--- config.mk ---
export PLATFORM = sky130hd
export DESIGN_NAME = rsa_plain_feeder
export DESIGN_NICKNAME = d
export VERILOG_FILES = /design/src/rtl/rsa_plain_feeder.sv
export SDC_FILE = /design/constraint.sdc
export NUM_CORES = 1
export LEC_CHECK = 0
export CORE_ASPECT_RATIO = 0.6
export CORE_MARGIN = 5
export CORE_UTILIZATION = 50
export DETAILED_ROUTE_END_ITERATION = 10
export PLACE_DENSITY = 0.67
export SLEW_MARGIN = 0
export SYNTH_ARGS = -nofsm -noshare
export SYNTH_HDL_FRONTEND = slang
export SYNTH_SLANG_ARGS = --single-unit
--- constraint.sdc ---
create_clock -name clk -period 6.7 [get_ports clk]
set_clock_uncertainty 0.05 [all_clocks]
set_input_delay 0.67 -clock clk [delete_from_list [all_inputs] [get_ports clk]]
set_output_delay 0.67 -clock clk [all_outputs]
set_load 0.05 [all_outputs]
--- src/rtl/rsa_plain_feeder.sv ---
// Plaintext feeder for the RSA core: a small FIFO of CPU words dispatched one job at a time.
// It holds plaint for the whole job, counts completions, and uses a watchdog to abandon a stuck core.
module rsa_plain_feeder #(
    parameter int DW      = 32,
    parameter int DEPTH   = 8,
    parameter int TIMEOUT = 4096
) (
    input  logic                   clk,
    input  logic                   reset,
    input  logic                   wr_en,
    input  logic [DW-1:0]          wr_data,
    output logic                   full,
    output logic                   empty,
    output logic [$clog2(DEPTH):0] level,
    output logic [DW-1:0]          plaint,
    output logic                   in_vaild,
    input  logic                   ready,
    input  logic                   vaild,
    output logic                   busy,
    output logic [15:0]            done_cnt,
    output logic                   timeout_err,
    output logic                   ovf_err,
    input  logic                   err_clr
);

    localparam int AW = $clog2(DEPTH);
    localparam int LW = AW + 1;
    localparam int CW = $clog2(TIMEOUT);
    localparam logic [CW-1:0] WD_LAST   = CW'(TIMEOUT - 1);
    localparam logic [LW-1:0] LVL_FULL  = LW'(DEPTH);

    typedef enum logic {S_IDLE, S_WAIT} state_t;

    state_t          state_q, state_d;
    logic [AW-1:0]   wr_ptr_q, wr_ptr_d;
    logic [AW-1:0]   rd_ptr_q, rd_ptr_d;
    logic [LW-1:0]   level_q, level_d;
    logic [DW-1:0]   plaint_q, plaint_d;
    logic            in_vaild_q, in_vaild_d;
    logic [CW-1:0]   wd_cnt_q, wd_cnt_d;
    logic [15:0]     done_cnt_q, done_cnt_d;
    logic            tmo_q, tmo_d;
    logic            ovf_q, ovf_d;
    logic            push, pop;

    logic [DW-1:0]   mem [DEPTH];

    // Storage has no reset; only the pointers and level define what is valid.
    always_ff @(posedge clk) begin
        if (push) begin
            mem[wr_ptr_q] <= wr_data;
        end
    end

    always_comb begin
        state_d    = state_q;
        wr_ptr_d   = wr_ptr_q;
        rd_ptr_d   = rd_ptr_q;
        level_d    = level_q;
        plaint_d   = plaint_q;
        in_vaild_d = 1'b0;
        wd_cnt_d   = wd_cnt_q;
        done_cnt_d = done_cnt_q;
        tmo_d      = tmo_q;
        ovf_d      = ovf_q;
        pop        = 1'b0;
        push       = wr_en && !full;

        // Clear first so a same-cycle set event overrides it.
        if (err_clr) begin
            tmo_d = 1'b0;
            ovf_d = 1'b0;
        end
        if (wr_en && full) begin
            ovf_d = 1'b1;
        end

        unique case (state_q)
            S_IDLE: begin
                if (!empty && ready) begin
                    pop        = 1'b1;
                    plaint_d   = mem[rd_ptr_q];
                    in_vaild_d = 1'b1;
                    wd_cnt_d   = '0;
                    state_d    = S_WAIT;
                end
            end
            S_WAIT: begin
                if (vaild) begin
                    done_cnt_d = done_cnt_q + 16'd1;
                    state_d    = S_IDLE;
                end else if (wd_cnt_q == WD_LAST) begin
                    tmo_d   = 1'b1;
                    state_d = S_IDLE;
                end else begin
                    wd_cnt_d = wd_cnt_q + 1'b1;
                end
            end
            default: state_d = S_IDLE;
        endcase

        if (push) wr_ptr_d = wr_ptr_q + 1'b1;
        if (pop)  rd_ptr_d = rd_ptr_q + 1'b1;
        unique case ({push, pop})
            2'b10:   level_d = level_q + 1'b1;
            2'b01:   level_d = level_q - 1'b1;
            default: level_d = level_q;
        endcase
    end

    always_ff @(posedge clk or posedge reset) begin
        if (reset) begin
            state_q    <= S_IDLE;
            wr_ptr_q   <= '0;
            rd_ptr_q   <= '0;
            level_q    <= '0;
            plaint_q   <= '0;
            in_vaild_q <= 1'b0;
            wd_cnt_q   <= '0;
            done_cnt_q <= '0;
            tmo_q      <= 1'b0;
            ovf_q      <= 1'b0;
        end else begin
            state_q    <= state_d;
            wr_ptr_q   <= wr_ptr_d;
            rd_ptr_q   <= rd_ptr_d;
            level_q    <= level_d;
            plaint_q   <= plaint_d;
            in_vaild_q <= in_vaild_d;
            wd_cnt_q   <= wd_cnt_d;
            done_cnt_q <= done_cnt_d;
            tmo_q      <= tmo_d;
            ovf_q      <= ovf_d;
        end
    end

    assign full        = (level_q == LVL_FULL);
    assign empty       = (level_q == '0);
    assign level       = level_q;
    assign plaint      = plaint_q;
    assign in_vaild    = in_vaild_q;
    assign busy        = (state_q == S_WAIT);
    assign done_cnt    = done_cnt_q;
    assign timeout_err = tmo_q;
    assign ovf_err     = ovf_q;

endmodule

==> out/metrics.yaml, run 1 <==
ys_ff_latch: 330
post_drt_wl_per_cell_um: 21.7
cts-root-buf: "clkbuf_16"
htreeDepth: 1
firstDrtPassIters: 5
start_kind: "register"
tns_ns: 0
total_power_mw: 6.59
gp_congestion: 0.827
utilization: 0.595
worst_path_most_repeated_cell: "xor2_1"
cts_max_path_buffers: 3
worstMarginPinSlew_ns: 1.28
postSynthAreaPerCell_um2: 18.6
synth_edf_count: 256
coreArea_um2: 25300
arrival_ns: 3.62
post_cts_hold_buffer_count: 0
grt.met2_usage: 0.259
syn_area_um2: 12800
yosys_most_used_dff: "edfxtp_1"
max_cap_violations: 0
postCtsSetupBuffers: 0
maxSlewViolCount: 0
antennaDiodeCount: 0
worstSkewPairLatency_ns: 0.55
fin_ws_ns: 3.46
grt-busiest-layer: "met1"
period_share: 0.483
chipWidth_um: 217
dp_slack_ns: 3.18
synth_cell_type_count: 48
max_freq_ghz: 0.309
cp_slowest_cell: "or3b_4"
syn-num-nets: 735
grt_pass1_vias: 6710
hp-class: "register to register"
grt.total_usage: 0.172
p_per_area_nw_per_um2: 438
grtUsageMet1: 0.265
grt_max_degree: 82
syn2layout_area_growth_pct: 17.1
die-area_um2: 29100
drive_gt1_frac: 0.158
drtAntennaViolNets: 0
routed_via_density: 5.72
synth_most_common_cell: "edfxtp_1"
critical_path_class: "register to register"
num-fill-cells: 1842
period_minus_slack_ns: 3.24
end_kind: "register"
via_count: 6535
die_y_um: 134
finalHoldViolations: 0
place_inst: 1087
netlist_top_cells_area: "edfxtp_1, dfrtp_1, mux4_2"
synth.cells.most_frequent: "edfxtp_1, dfrtp_1, mux4_2"
dpl.hpwl_mm: 14.4
run_status: "finished, final reports clean"
p_leak_nw: 5.22
setup_viol: 0
grt_pass1_wl_mm: 39.2
gr-usage-met3: 0.0383
cp_cell_sequence: "nor4_2 -> or3b_4 -> inv_2 -> ha_1 -> xor2_1 -> ha_1 -> a21oi_1 -> xor2_1 -> nor2_1 -> xor2_1"
async_reset_ff_frac: 0.224
ys_seq_area_frac: 0.743
critPathMaxStageDelay_ns: 0.84
cts_tree: "built"
wl_mm: 24.8
initial_utilization: 0.508
critPathMaxFanout: 81
stdcell_count: 1143
dr.first_iter.drc_count: 671
rsz0062_at_grt: "no"
required_ns: 7.08
nets: 835
antenna_found_initial: 0
numCtsBuffers: 30
num_rows: 45
post_cts_resize_count: 0
grt-ovfl-total: 0
synth-warning-count: 0
ir_drop_mv: 0.327
synth_cells: 690
io_pins: 96
cts_sinks: 330
yosys.area.top_type: "edfxtp_1"
clk_pin_slew_ns: 0.06
numPortBuffers: 95
drc_errors: 0
synth_top_area_frac: 0.598
relSlewSlack: 0.146
worst max-delay path, delay by kind of cell (launching register included):
kind	cells	cell delay (ns)
AND/OR/NAND/NOR	3	1.28
adder cells (fa/ha/maj)	2	0.52
flip-flops	1	0.48
AO/OA/AOI/OAI	1	0.14
XOR/XNOR	3	0.47
buffers and inverters	1	0.15
final timing paths:
check / endpoint / slack, ns / startpoint / cells after the start
max in group asynchronous: rd_ptr_q[0]$_DFFE_PP0P_ / 5.14 / reset / 3
min reg2reg: done_cnt[15]$_DFFE_PP0P_ / 0.42 / done_cnt[15]$_DFFE_PP0P_ / 1
min: done_cnt[15]$_DFFE_PP0P_ / 0.42 / done_cnt[15]$_DFFE_PP0P_ / 1
min in group asynchronous: ovf_err$_DFFE_PP0P_ / 0.71 / reset / 3
max reg2reg: level[2]$_DFFE_PP0P_ / 3.46 / level[1]$_DFFE_PP0P_ / 10
max: level[2]$_DFFE_PP0P_ / 3.46 / level[1]$_DFFE_PP0P_ / 10
logic make-up after synthesis:
kind of cell | count (synthesis) | synth area share
xor gates and xnor gates | 23 | 0.0157
buffers and inverters | 45 | 0.0192
adders and majority gates | 7 | 0.00682
and+or+nand+nor | 124 | 0.0472
muxes | 99 | 0.140
AOI/OAI and AO/OA | 62 | 0.0287
DFF | 330 | 0.743
state kept, by name (all words and copies together) (netlist names):
register / flops
done_cnt: 16
timeout_err: 1
wd_cnt_q: 12
ovf_err: 1
in_vaild: 1
mem: 256
plaint: 32
busy: 1
level: 4
rd_ptr_q: 3
wr_ptr_q: 3
power breakdown:
part,internal [mW],switching (mW)
Clock,0.909,0.702
Combinational,0.869,1.20
Sequential,2.61,0.298
Total,4.39,2.20
area by class of cell:
cell class | instances | area (um^2) | share of cell area
inverter | 13 | 50.0 | 0.00333
clock inverter | 12 | 83.8 | 0.00557
tap | 329 | 412 | 0.0274
timing repair buffer | 100 | 988 | 0.0657
sequential | 330 | 9550 | 0.635
clock buffer | 44 | 845 | 0.0562
multi-input combinational | 315 | 3120 | 0.207
metrics by stage:
| stage | instance area, um^2 | hold slack, ns |
|---|---|---|
| after global routing | 15000 | 0.455 |
| after floorplan | 12800 | 0.415 |
| after CTS | 15000 | 0.424 |
| after global placement | 14100 | 0.409 |
| after detailed placement | 14100 | 0.416 |
| final | 15000 | 0.425 |
cell usage in the layout (no fill, tap or decap), drive strengths merged, types with 5 or more instances in the layout:
cell type	count
nor4	6
mux2i	33
a32oi	6
ha	7
nand3	16
nor2	11
mux4	64
inv	12
dfrtp	74
nand2	56
clkdlybuf4s50	95
xnor2	13
buf	5
clkinv	11
edfxtp	256
xor2	10
clkbuf	44
nand2b	5
o21ai	41
nand4	7
metal layers:
metal | part of all wire | vias to the layer above
li1 | - | 2918
met3 | 0.059 | 38
met4 | 0.018 | 0
met5 | 0 | -
met1 | 0.47 | 3392
met2 | 0.45 | 187
Note: power is estimated with default switching activity, not from simulation.
==> run 2: changes to the inputs <==
- clock period: 6.7 -> 3.2 ns (I/O delays scaled with it)
==> run 2 against run 1 <==
Compared with the run above:
- routed wire length increased by 3.4%
- global-route usage grew 0.75 points
- register-to-register slack got worse by 2.9 ns
- total power up 110%
==> out/metrics.yaml, run 2 (same netlist as run 1, synthesis figures left out) <==
run_status: "finished, final reports clean"
firstDrtPassIters: 4  # -1
grt_pass1_wl_mm: 40.7  # +4.0%
p_leak_nw: 5.29  # +1.5%
antenna_found_initial: 0  # unchanged
rsz0062_at_grt: "no"
drive_gt1_frac: 0.169  # +0.0102
cts_max_path_buffers: 3  # unchanged
p_comb_frac: 0.325  # +0.011
grt_max_degree: 81  # -1.2%
power_frac_seq: 0.438  # -0.004
finalHoldViolations: 0  # unchanged
post_cts_hold_buffer_count: 0  # unchanged
hold_slack_ns: 0.138  # -0.287 ns
p_int_mw: 9.21  # +110%
p_per_area_nw_per_um2: 915  # +110%
stdcell_count: 1153  # +0.87%
dpl.hpwl_mm: 15.4  # +6.6%
dr.first_iter.drc_count: 477  # -29%
die_y_um: 134  # unchanged
clk_pin_slew_ns: 0.07  # about the same
cts-root-buf: "clkbuf_16"
grt.total_usage: 0.180  # +0.00748
grt-ovfl-total: 0  # unchanged
numPortBuffers: 95  # unchanged
hp-class: "primary input to async pin"
required_ns: 2.83  # -4.25 ns
htreeDepth: 1  # unchanged
cts_sinks: 330  # unchanged
critPathMaxFanout: 9  # -89%
largest_register: "mem"
worstMarginPinSlew_ns: 1.21  # -0.0725 ns
gp_congestion: 0.797  # -3.6%
initial_utilization: 0.508  # unchanged
swShare: 0.337  # +0.00355
num_rows: 45  # unchanged
worstSkewPairLatency_ns: 0.54  # about the same
place_inst: 1100  # +1.2%
final_area_um2: 15200  # +0.96%
drc_errors: 0  # unchanged
p_sw_mw: 4.69  # +110%
nets: 847  # +1.4%
grt_pass1_vias: 6975  # +3.9%
ir_drop_mv: 0.506  # +55%
maxSlewViolCount: 0  # unchanged
via_count: 6581  # +0.70%
post_cts_resize_count: 0  # unchanged
io_pins: 96  # unchanged
final_cell_mix: "edfxtp_1, clkdlybuf4s50_1, dfrtp_1, mux4_2, nand2_1"
postCtsSetupBuffers: 0  # unchanged
coreArea_um2: 25300  # unchanged
drtAntennaViolNets: 0  # unchanged
pwr-share-clk: 0.236  # -0.008
max_freq_ghz: 0.382
max_cap_violations: 0  # unchanged
chipWidth_um: 217  # unchanged
critical_path_class: "register to output pin"
die-area_um2: 29100  # unchanged
syn2layout_area_growth_pct: 18.2
final_common_cell: "edfxtp_1"
period_share: 0.818
tns_ns: 0  # unchanged
cts_tree: "built"
routed_via_density: 5.71  # -0.17%
largest_reg_flops: 256  # unchanged
setup_viol: 0  # unchanged
arrival_ns: 2.25  # -1.37 ns
post_drt_wl_per_cell_um: 22.3  # +2.5%
start_kind: "register"
end_kind: "output pin"
wl_mm: 25.7  # +3.4%
antennaDiodeCount: 0  # unchanged
numCtsBuffers: 29  # -3.3%
post_dp_cell_area_um2: 14300  # +1.4%
relSlewSlack: 0.188  # +0.0418
period_minus_slack_ns: 2.62
## run 2: cell count changes in the layout (fill, tap and decap cells not counted), sizes merged
cell      delta
clkbuf       -4
clkinvlp     -1
bufinv       +1
buf         +13
clkinv       +1
## run 2: power groups by stage
| stage | Clock [mW] | Combinational [mW] | Sequential, mW |
|---|---|---|---|
| 2_1_floorplan | 0 | 2.46 | 6.79 |
| 3_3_place_gp | 0 | 4.54 | 6.13 |
| 3_5_place_dp | 0 | 4.59 | 6.20 |
| 4_1_cts | 3.37 | 4.61 | 6.11 |
| 5_1_grt | 3.57 | 4.87 | 6.19 |
| 6_report | 3.28 | 4.52 | 6.09 |
## run 2: layout make-up
class | instances | area, um^2
inverters | 13 | 50.0
fillers | 1820 | 10100
multi-input cells | 315 | 3150
clock buffers | 40 | 767
clock inverters | 13 | 109
flip-flops and latches | 330 | 9550
well taps | 329 | 412
repair buffers | 113 | 1150
## run 2: worst paths after layout
| kind | from | endpoint | slack, ns | cells past startpoint |
|---|---|---|---|---|
| setup reg to reg | level[1]$_DFFE_PP0P_ | level[2]$_DFFE_PP0P_ | 0.60 | 10 |
| hold reg to reg | plaint[2]$_DFFE_PP0P_ | plaint[2]$_DFFE_PP0P_ | 0.43 | 2 |
| max in group asynchronous | reset | plaint[5]$_DFFE_PP0P_ | 2.26 | 3 |
| setup / recovery | level[1]$_DFFE_PP0P_ | full | 0.58 | 2 |
| min in group clk | wr_en | ovf_err$_DFFE_PP0P_ | 0.33 | 3 |
| hold / removal | reset | plaint[15]$_DFFE_PP0P_ | 0.14 | 2 |
## run 2: critical path, cell delays in order, from the launching register on
cell	delay [ns]
dfrtp_1	0.52
nor4b_4	0.33
clkdlybuf4s50_1	0.85
## run 2: metal layers
metal | routed length [um] | track usage | share of wire | vias up
li1 | - | - | - | 2933
met1 | 11800 | 0.274 | 0.46 | 3443
met2 | 12000 | 0.282 | 0.47 | 179
met3 | 1450 | 0.0327 | 0.056 | 26
met4 | 376 | 0.0302 | 0.015 | 0
met5 | 0 | 0 | 0 | -
## run 2: stage by stage
stage,utilization,worst slack (ns),power (mW)
global route,0.601,0.418,14.6
finish,0.601,0.583,13.9
CTS,0.601,0.538,14.1
global placement,0.566,0.664,10.7
floorplan,-,-0.112,9.26
detailed placement,0.566,0.654,10.8
